===== config.mk =====
export PLATFORM = sky130hd
export DESIGN_NAME = cpu_ctrl
export DESIGN_NICKNAME = d
export VERILOG_FILES = /design/src/rtl/cpu_pkg.sv /design/src/rtl/cpu_decode.sv /design/src/rtl/cpu_ctrl.sv
export SDC_FILE = /design/constraint.sdc
export NUM_CORES = 1
export LEC_CHECK = 0
export BUFFER_PORTS_ARGS = -buffer_cell sky130_fd_sc_hd__buf_4
export CORE_MARGIN = 3
export CORE_UTILIZATION = 50
export DETAILED_ROUTE_END_ITERATION = 7
export PLACE_DENSITY = 0.89
export SLEW_MARGIN = 20
export SYNTH_ARGS = -nofsm -noshare
export SYNTH_HDL_FRONTEND = slang
export SYNTH_HIERARCHICAL = 1
export SYNTH_SLANG_ARGS = --single-unit

===== constraint.sdc =====
create_clock -name clk_i -period 2 [get_ports clk_i]
set_clock_uncertainty 0.15 [all_clocks]
set_input_delay 0.1 -clock clk_i [delete_from_list [all_inputs] [get_ports clk_i]]
set_output_delay 0.1 -clock clk_i [all_outputs]
set_load 0.05 [all_outputs]

===== src/rtl/cpu_pkg.sv =====
// ============================================================================
// cpu_pkg: opcodes, ALU codes, FSM encoding and instruction fields for cpu_ctrl
// Rev 1.0
// ============================================================================
`default_nettype none

package cpu_pkg;

  localparam logic [3:0] OP_NOP  = 4'h0;
  localparam logic [3:0] OP_LDI  = 4'h1;
  localparam logic [3:0] OP_MOV  = 4'h2;
  localparam logic [3:0] OP_ADD  = 4'h3;
  localparam logic [3:0] OP_SUB  = 4'h4;
  localparam logic [3:0] OP_AND  = 4'h5;
  localparam logic [3:0] OP_OR   = 4'h6;
  localparam logic [3:0] OP_JMP  = 4'h7;
  localparam logic [3:0] OP_JZ   = 4'h8;
  localparam logic [3:0] OP_HALT = 4'hF;

  localparam logic [2:0] ALU_ADD   = 3'd0;
  localparam logic [2:0] ALU_SUB   = 3'd1;
  localparam logic [2:0] ALU_AND   = 3'd2;
  localparam logic [2:0] ALU_OR    = 3'd3;
  localparam logic [2:0] ALU_PASSB = 3'd4;

  localparam logic [2:0] S_FETCH  = 3'd0;
  localparam logic [2:0] S_DECODE = 3'd1;
  localparam logic [2:0] S_EXEC   = 3'd2;
  localparam logic [2:0] S_WRITE  = 3'd3;
  localparam logic [2:0] S_HALT   = 3'd4;

  localparam int OP_MSB  = 9;
  localparam int OP_LSB  = 6;
  localparam int RD_MSB  = 5;
  localparam int RD_LSB  = 4;
  localparam int RS_MSB  = 3;
  localparam int RS_LSB  = 2;
  localparam int IMM_MSB = 3;
  localparam int IMM_LSB = 0;

  typedef struct packed {
    logic [2:0] alu_op;
    logic       wb_sel;
    logic       writes_reg;
    logic       is_jmp;
    logic       is_jz;
    logic       is_halt;
    logic       zf_upd;
  } decode_t;

endpackage

`default_nettype wire


===== src/rtl/cpu_decode.sv =====
// ============================================================================
// cpu_decode: combinational opcode decoder feeding the cpu_ctrl FSM
// Rev 1.0
// ============================================================================
`default_nettype none

module cpu_decode
  import cpu_pkg::*;
(
  input  logic [3:0] op_i,
  output decode_t    dec_o
);

  always_comb begin
    dec_o        = '0;
    dec_o.alu_op = ALU_ADD;
    case (op_i)
      OP_LDI: begin
        dec_o.alu_op     = ALU_PASSB;
        dec_o.wb_sel     = 1'b1;
        dec_o.writes_reg = 1'b1;
      end
      OP_MOV: begin
        dec_o.alu_op     = ALU_PASSB;
        dec_o.writes_reg = 1'b1;
      end
      OP_ADD: begin
        dec_o.alu_op     = ALU_ADD;
        dec_o.writes_reg = 1'b1;
        dec_o.zf_upd     = 1'b1;
      end
      OP_SUB: begin
        dec_o.alu_op     = ALU_SUB;
        dec_o.writes_reg = 1'b1;
        dec_o.zf_upd     = 1'b1;
      end
      OP_AND: begin
        dec_o.alu_op     = ALU_AND;
        dec_o.writes_reg = 1'b1;
        dec_o.zf_upd     = 1'b1;
      end
      OP_OR: begin
        dec_o.alu_op     = ALU_OR;
        dec_o.writes_reg = 1'b1;
        dec_o.zf_upd     = 1'b1;
      end
      OP_JMP:  dec_o.is_jmp  = 1'b1;
      OP_JZ:   dec_o.is_jz   = 1'b1;
      OP_HALT: dec_o.is_halt = 1'b1;
      // NOP and the unused opcodes 9-E fall through as no-operation
      default: ;
    endcase
  end

endmodule

`default_nettype wire


===== src/rtl/cpu_ctrl.sv =====
// ============================================================================
// cpu_ctrl: multi-cycle FETCH/DECODE/EXEC/WRITE control unit; owns pc, ir, z
// Rev 1.0
// ============================================================================
`default_nettype none

module cpu_ctrl
  import cpu_pkg::*;
#(
  parameter int PC_W    = 4,
  parameter int INSTR_W = 10
) (
  input  logic               clk_i,
  input  logic               rst_n_i,
  input  logic               en_i,
  output logic [PC_W-1:0]    imem_addr_o,
  input  logic [INSTR_W-1:0] imem_data_i,
  input  logic               alu_zero_i,
  output logic [1:0]         sel_a_o,
  output logic [1:0]         sel_b_o,
  output logic [1:0]         sel_w_o,
  output logic               reg_we_o,
  output logic               wb_sel_o,
  output logic [3:0]         imm_o,
  output logic [2:0]         alu_op_o,
  output logic               halted_o
);

  logic [2:0]         state_q, state_d;
  logic [PC_W-1:0]    pc_q, pc_d;
  logic [INSTR_W-1:0] ir_q, ir_d;
  logic               z_q, z_d;

  logic [3:0] w_op;
  logic [1:0] w_rd;
  logic [1:0] w_rs;
  logic [3:0] w_imm;
  decode_t    w_dec;

  assign w_op  = ir_q[OP_MSB:OP_LSB];
  assign w_rd  = ir_q[RD_MSB:RD_LSB];
  assign w_rs  = ir_q[RS_MSB:RS_LSB];
  assign w_imm = ir_q[IMM_MSB:IMM_LSB];

  cpu_decode u_decode (
    .op_i  (w_op),
    .dec_o (w_dec)
  );

  always_comb begin
    state_d = state_q;
    pc_d    = pc_q;
    ir_d    = ir_q;
    z_d     = z_q;
    if (en_i) begin
      case (state_q)
        S_FETCH: state_d = S_DECODE;
        S_DECODE: begin
          ir_d    = imem_data_i;
          pc_d    = pc_q + PC_W'(1);
          state_d = S_EXEC;
        end
        S_EXEC: begin
          if (w_dec.zf_upd) z_d = alu_zero_i;
          // Jumps overwrite the pc that was already advanced in DECODE
          if (w_dec.is_jmp || (w_dec.is_jz && z_q)) pc_d = PC_W'(w_imm);
          if (w_dec.is_halt)         state_d = S_HALT;
          else if (w_dec.writes_reg) state_d = S_WRITE;
          else                       state_d = S_FETCH;
        end
        S_WRITE: state_d = S_FETCH;
        S_HALT:  state_d = S_HALT;
        default: state_d = S_FETCH;
      endcase
    end
  end

  always_ff @(posedge clk_i or negedge rst_n_i) begin
    if (!rst_n_i) begin
      state_q <= S_FETCH;
      pc_q    <= '0;
      ir_q    <= '0;
      z_q     <= 1'b0;
    end else begin
      state_q <= state_d;
      pc_q    <= pc_d;
      ir_q    <= ir_d;
      z_q     <= z_d;
    end
  end

  // Selects come straight from ir so they stay defined and stable through WRITE
  assign imem_addr_o = pc_q;
  assign sel_a_o     = w_rd;
  assign sel_b_o     = w_rs;
  assign sel_w_o     = w_rd;
  assign imm_o       = w_imm;
  assign alu_op_o    = w_dec.alu_op;
  assign wb_sel_o    = w_dec.wb_sel;
  assign reg_we_o    = (state_q == S_WRITE) && en_i;
  assign halted_o    = (state_q == S_HALT);

endmodule

`default_nettype wire


==> results.tsv, run 1 <==
stage	metric	value	unit
worst_setup_path	cp_slowest_cell	dfrtp_1	
floorplan	row_count	16	
drt	dr.first_iter.drc_count	10	
job	maxCapViolCount	0	
cts	clkTransAtPathRegs	0.11	ns
cts	post_cts_buffers	0	
logic_synthesis	ys_ff_latch	18	
cts	cts.sinks	18	
worst_setup_path	start_kind	register	
timing	setup_slack	0.218	ns
timing	finalCritPeriodShare	0.891	
drt	detail-route-antenna-nets	0	
cells_and_area	fillers	139	
power	total_power	2.71	mW
drt	num_vias	906	
drt	avgRoutedWirePerCell	14.2	um
worst_setup_path	max_stage_delay	0.47	ns
timing	setup_viol	0	
timing	fin_crit	1.78	ns
grt	overflow	0	
grt	grt_use_total	0.200	
grt	antenna_found_initial	0	
timing	rsz0062_at_grt	no	
timing	worst_slew_pin_slew	0.422	ns
drt	drt_pass1_iterations	4	
cts	cts_inserted_buffers	3	
cts	clock_latency	0.29	ns
logic_synthesis	synth_flop_cell	dfrtp_1	
floorplan	dieArea	2760	um^2
floorplan	start_util	0.540	
power	power_density	1840	nW/um^2
cts	cts_tree	yes	
placed_design	placed_cell_area	1290	um^2
timing	fin_tns_setup	0	ns
worst_setup_path	worstSetupEndpointType	register	
cells_and_area	finish.instance_area	1470	um^2
logic_synthesis	yosysWarnings	6	
worst_setup_path	cp_cell_sequence	nor4b_2 -> a211oi_1 -> nor3_4 -> nand2_1 -> a22o_1	
grt	grt_max_degree	19	
logic_synthesis	ys_seq_area_frac	0.417	
logic_synthesis	syn_area	1080	um^2
cells_and_area	drive_above_1_share	0.427	
logic_synthesis	synth_area_leaders	dfrtp_1, mux2_2, buf_4, nand2_1, nor3_4	
timing	hold_ws	0.0437	ns
cts	cts_max_path_buffers	2	
logic_synthesis	synth_top_area_share	0.417	
placed_design	place_ws	0.118	ns
timing	drv_slew	0	
drt	wirelength	2.41	mm
grt	grt_pass1_wl	4.10	mm
cells_and_area	areaGrowthSynthToFinish	35.8	%
timing	final_hold_viol_count	0	
drt	drc	0	
drt	via_per_inst	5.33	
floorplan	die_w	52.5	um
logic_synthesis	synth.avg_cell_area	10.7	um^2
cells_and_area	multi_input_area	520	um^2
floorplan	core_area	2000	um^2
worst_setup_path	crit_required	2.04	ns
logic_synthesis	synth_cells	101	
logic_synthesis	synthesis.nets	116	
placed_design	dpl.hpwl	1.58	mm
cts	clock-root-buffer	clkbuf_4	
logic_synthesis	synth-edff-count	0	
grt	grt_pass1_vias	883	
worst_setup_path	critPathMaxFanout	7	
worst_setup_path	path_class	register to register	
power	max-vdd-ir-drop	0.00144	V
power	p_leak	0.693	nW
cells_and_area	n_antenna_cell	0	
placed_design	place_congestion	0.897	
cells_and_area	fin_nets	159	
status	outcome	completed	
hold_path	hold_path.class	primary input to asynchronous set/reset pin	
worst_setup_path	arrival	1.82	ns
logic_synthesis	synthArstFlopShare	1.00	
logic_synthesis	synthTopCellsByCount	dfrtp_1, buf_4, mux2_2, nand2_1, nor2_1	
timing	slew_headroom	0.719	
floorplan	die_y	52.5	um
timing	max_freq	561	MHz
placed_design	numPortBuffers	33	
cts	ctsHtreeMaxLevel	1	
logic_synthesis	netlist.top_cell.by_area	dfrtp_1	
logic_synthesis	synth.most_common_cell	dfrtp_1	
logic_synthesis	ys_types	34	
cells_and_area	final-seq-area	450	um^2
floorplan	pin_count	34	
==> cell usage in the layout, fill, tap and decap left out, types with 5 or more instances in the layout <==
cell type      count
nor2_1             6
dfrtp_1           18
dlygate4sd3_1     13
buf_4             38
nand2_1            9
a21oi_1            5
mux2_2             9
==> cell families after synthesis <==
kind of cell | synth area share
XOR/XNOR | 0.0162
AND/OR/NAND/NOR | 0.214
adder cells (fa/ha/maj) | 0.0116
AO/OA/AOI/OAI | 0.0984
buffers and inverters | 0.108
flip-flops | 0.417
multiplexers | 0.135
==> path summary, 6_finish.rpt <==
path / slack, ns / startpoint / endpoint / cells after the start
worst max-delay path: 0.22 / ir_q[8] / imem_addr_o[0] / 5
worst min-delay path: 0.04 / rst_n_i / z_q / 2
worst max register to register: 0.22 / ir_q[8] / imem_addr_o[0] / 5
worst min register to register: 0.41 / ir_q[1] / ir_q[1] / 1
max in group asynchronous: 1.46 / rst_n_i / ir_q[2] / 2
min in group clk_i: 0.41 / imem_data_i[0] / ir_q[0] / 4
==> stage by stage <==
step / cells / util
global route: 170 / 0.733
finish: 170 / 0.733
detailed placement: 153 / 0.647
global placement: 153 / 0.647
floorplan: 101 / -
CTS: 170 / 0.730
==> flip-flops by register name, indices dropped and copies added, names as in the netlist <==
register,flops
state_q,3
ir_q,10
imem_addr_o,4
z_q,1
==> layer usage <==
layer / vias up / global-route usage / share of wire
li1: 429 / - / -
met1: 447 / 0.255 / 0.42
met2: 26 / 0.341 / 0.54
met3: 4 / 0.0285 / 0.034
met4: 0 / 0.0723 / 0.011
met5: - / 0 / 0
==> worst max-delay path: cells and delay by family (launching register included) <==
kind             cells  cell delay, ns
AO/OA/AOI/OAI        2            0.34
flip-flops           1            0.47
AND/OR/NAND/NOR      3            0.73
==> repair_timing <==
action                                 CTS  global route
setup endpoints to repair                0             2
gates resized for setup                  0             1
hold buffers                            13             0
endpoints found under the hold margin   31             0
==> cell type report <==
cell class | count | area share
clock buffers | 4 | 0.0247
multi-input cells | 67 | 0.355
well taps | 27 | 0.0230
flip-flops and latches | 18 | 0.307
inverters | 3 | 0.00767
repair buffers | 51 | 0.283
==> power breakdown <==
group          switching (mW)  total (mW)  leakage [nW]  internal (mW)
registers               0.204       0.740         0.222          0.537
logic                    1.10        1.74         0.450          0.636
clock network           0.116       0.227        0.0210          0.111
No activity file was read; power rests on OpenSTA's default activity.
==> run 2: changes to the inputs <==
--- a/config.mk
+++ b/config.mk
@@ -6,9 +6,11 @@
 export NUM_CORES = 1
 export LEC_CHECK = 0
 export BUFFER_PORTS_ARGS = -buffer_cell sky130_fd_sc_hd__buf_4
+export CAP_MARGIN = 30
 export CORE_MARGIN = 3
 export CORE_UTILIZATION = 50
 export DETAILED_ROUTE_END_ITERATION = 7
+export MAX_ROUTING_LAYER = met4
 export PLACE_DENSITY = 0.89
 export SLEW_MARGIN = 20
 export SYNTH_ARGS = -nofsm -noshare
==> results.tsv, run 2 (synthesis results as in run 1) <==
stage	metric	value	unit
cts	cts_tree	yes	
grt	antenna_found_initial	0	
floorplan	start_util	0.540	
cts	clock-root-buffer	clkbuf_4	
cells_and_area	n_antenna_cell	0	
cells_and_area	areaGrowthSynthToFinish	35.8	%
cells_and_area	max_flop_register	ir_q	
worst_setup_path	worstSetupEndpointType	register	
power	power_density	1840	nW/um^2
timing	fin_crit	1.78	ns
timing	finalCritPeriodShare	0.891	
power	max-vdd-ir-drop	0.00144	V
drt	avgRoutedWirePerCell	14.2	um
timing	drv_slew	0	
grt	grt_max_degree	19	
worst_setup_path	cp_slowest_cell	dfrtp_1	
placed_design	place_congestion	0.912	
status	outcome	completed	
drt	detail-route-antenna-nets	0	
timing	setup_viol	0	
hold_path	hold_path.class	primary input to asynchronous set/reset pin	
floorplan	dieArea	2760	um^2
grt	grt_pass1_wl	4.11	mm
timing	setup_slack	0.217	ns
drt	dr.first_iter.drc_count	10	
worst_setup_path	path_class	register to register	
floorplan	core_area	2000	um^2
grt	overflow	0	
cells_and_area	final_common_cell	buf_4	
grt	grt_use_met2	0.339	
placed_design	dpl.hpwl	1.58	mm
cells_and_area	fin_nets	159	
worst_setup_path	critPathMaxFanout	7	
cts	cts_max_path_buffers	2	
grt	grt_pass1_vias	883	
drt	drc	0	
grt	grt_busiest_layer	met2	
grt	gr-usage-met3	0.0285	
cts	cts.sinks	18	
drt	via_per_inst	5.33	
cts	post_cts_buffers	0	
placed_design	place_ws	0.118	ns
job	maxCapViolCount	0	
grt	grt_use_total	0.206	
drt	num_vias	906	
cts	clock_latency	0.29	ns
worst_setup_path	max_stage_delay	0.47	ns
power	p_leak	0.693	nW
floorplan	row_count	16	
timing	worst_slew_pin_slew	0.421	ns
floorplan	die_y	52.5	um
timing	slew_headroom	0.719	
worst_setup_path	crit_required	2.04	ns
worst_setup_path	timing.reg2reg.setup_slack	0.22	ns
cts	clkTransAtPathRegs	0.11	ns
timing	rsz0062_at_grt	no	
worst_setup_path	path_buf_inv	0	
worst_setup_path	cp_top_family	simple AND/OR/NAND/NOR gates	
floorplan	pin_count	34	
cells_and_area	largest_reg_flops	10	
drt	drt_pass1_iterations	4	
worst_setup_path	arrival	1.82	ns
drt	wirelength	2.41	mm
grt	use_met1	0.259	
cells_and_area	drive_above_1_share	0.427	
worst_setup_path	cp_cell_sequence	nor4b_2 -> a211oi_1 -> nor3_4 -> nand2_1 -> a22o_1	
cts	cts_inserted_buffers	3	
worst_setup_path	start_kind	register	
placed_design	numPortBuffers	33	
floorplan	die_w	52.5	um
cells_and_area	final_cell_mix	buf_4, dfrtp_1, dlygate4sd3_1	
timing	final_hold_viol_count	0	
timing	max_freq	561	MHz
cts	ctsHtreeMaxLevel	1	
timing	fin_tns_setup	0	ns
[run 2: cell counts in the layout (fill, tap and decap cells not counted)]
No cell type changed its count.
[run 2: area by class of cell]
class                   count  area [um^2]
inverters                   3         11.3
multi-input cells          67          520
well taps                  27         33.8
clock buffers               4         36.3
repair buffers             51          415
flip-flops and latches     18          450
fillers                   139          534
[run 2: worst register-to-register path: cells and delay by family (launching register included)]
family,cells,cell delay [ns]
DFF,1,0.47
and+or+nand+nor,3,0.73
AOI/OAI and AO/OA,2,0.34
[run 2: repair_timing]
item / CTS / global route
hold buffers: 13 / 0
endpoints found under the hold margin: 31 / 0
setup endpoints to repair: 0 / 2
gates resized for setup: 0 / 1
[run 2: per-stage QoR]
stage	hold slack (ns)	cell area [um^2]	total power, mW	std cells	utilization
finish	0.0443	1470	2.71	170	0.733
global route	0.0504	1470	2.86	170	0.733
CTS	0.0544	1460	2.68	170	0.730
detailed placement	-0.168	1290	2.43	153	0.647
global placement	-0.171	1290	2.39	153	0.647
floorplan	-0.346	1080	2.12	101	-
[run 2: final timing paths]
check / start / to / cells past startpoint
min: rst_n_i / z_q / 2
max in group asynchronous: rst_n_i / ir_q[2] / 2
max: ir_q[8] / imem_addr_o[0] / 5
min reg2reg: ir_q[1] / ir_q[1] / 1
max reg2reg: ir_q[8] / imem_addr_o[0] / 5
min in group clk_i: ir_q[1] / ir_q[1] / 1
[run 2: report_power, final]
part	internal, mW	leakage [nW]	switching (mW)	total, mW
sequential	0.537	0.222	0.205	0.741
combinational	0.636	0.450	1.10	1.74
clock	0.111	0.0210	0.116	0.227
total	1.28	0.693	1.42	2.71
[run 2: metal layers]
layer	part of all wire	up-vias	wire, um
met5	0	-	0
met4	0.015	0	37
met3	0.033	4	80
met2	0.53	26	1270
met1	0.42	447	1020
li1	-	429	-
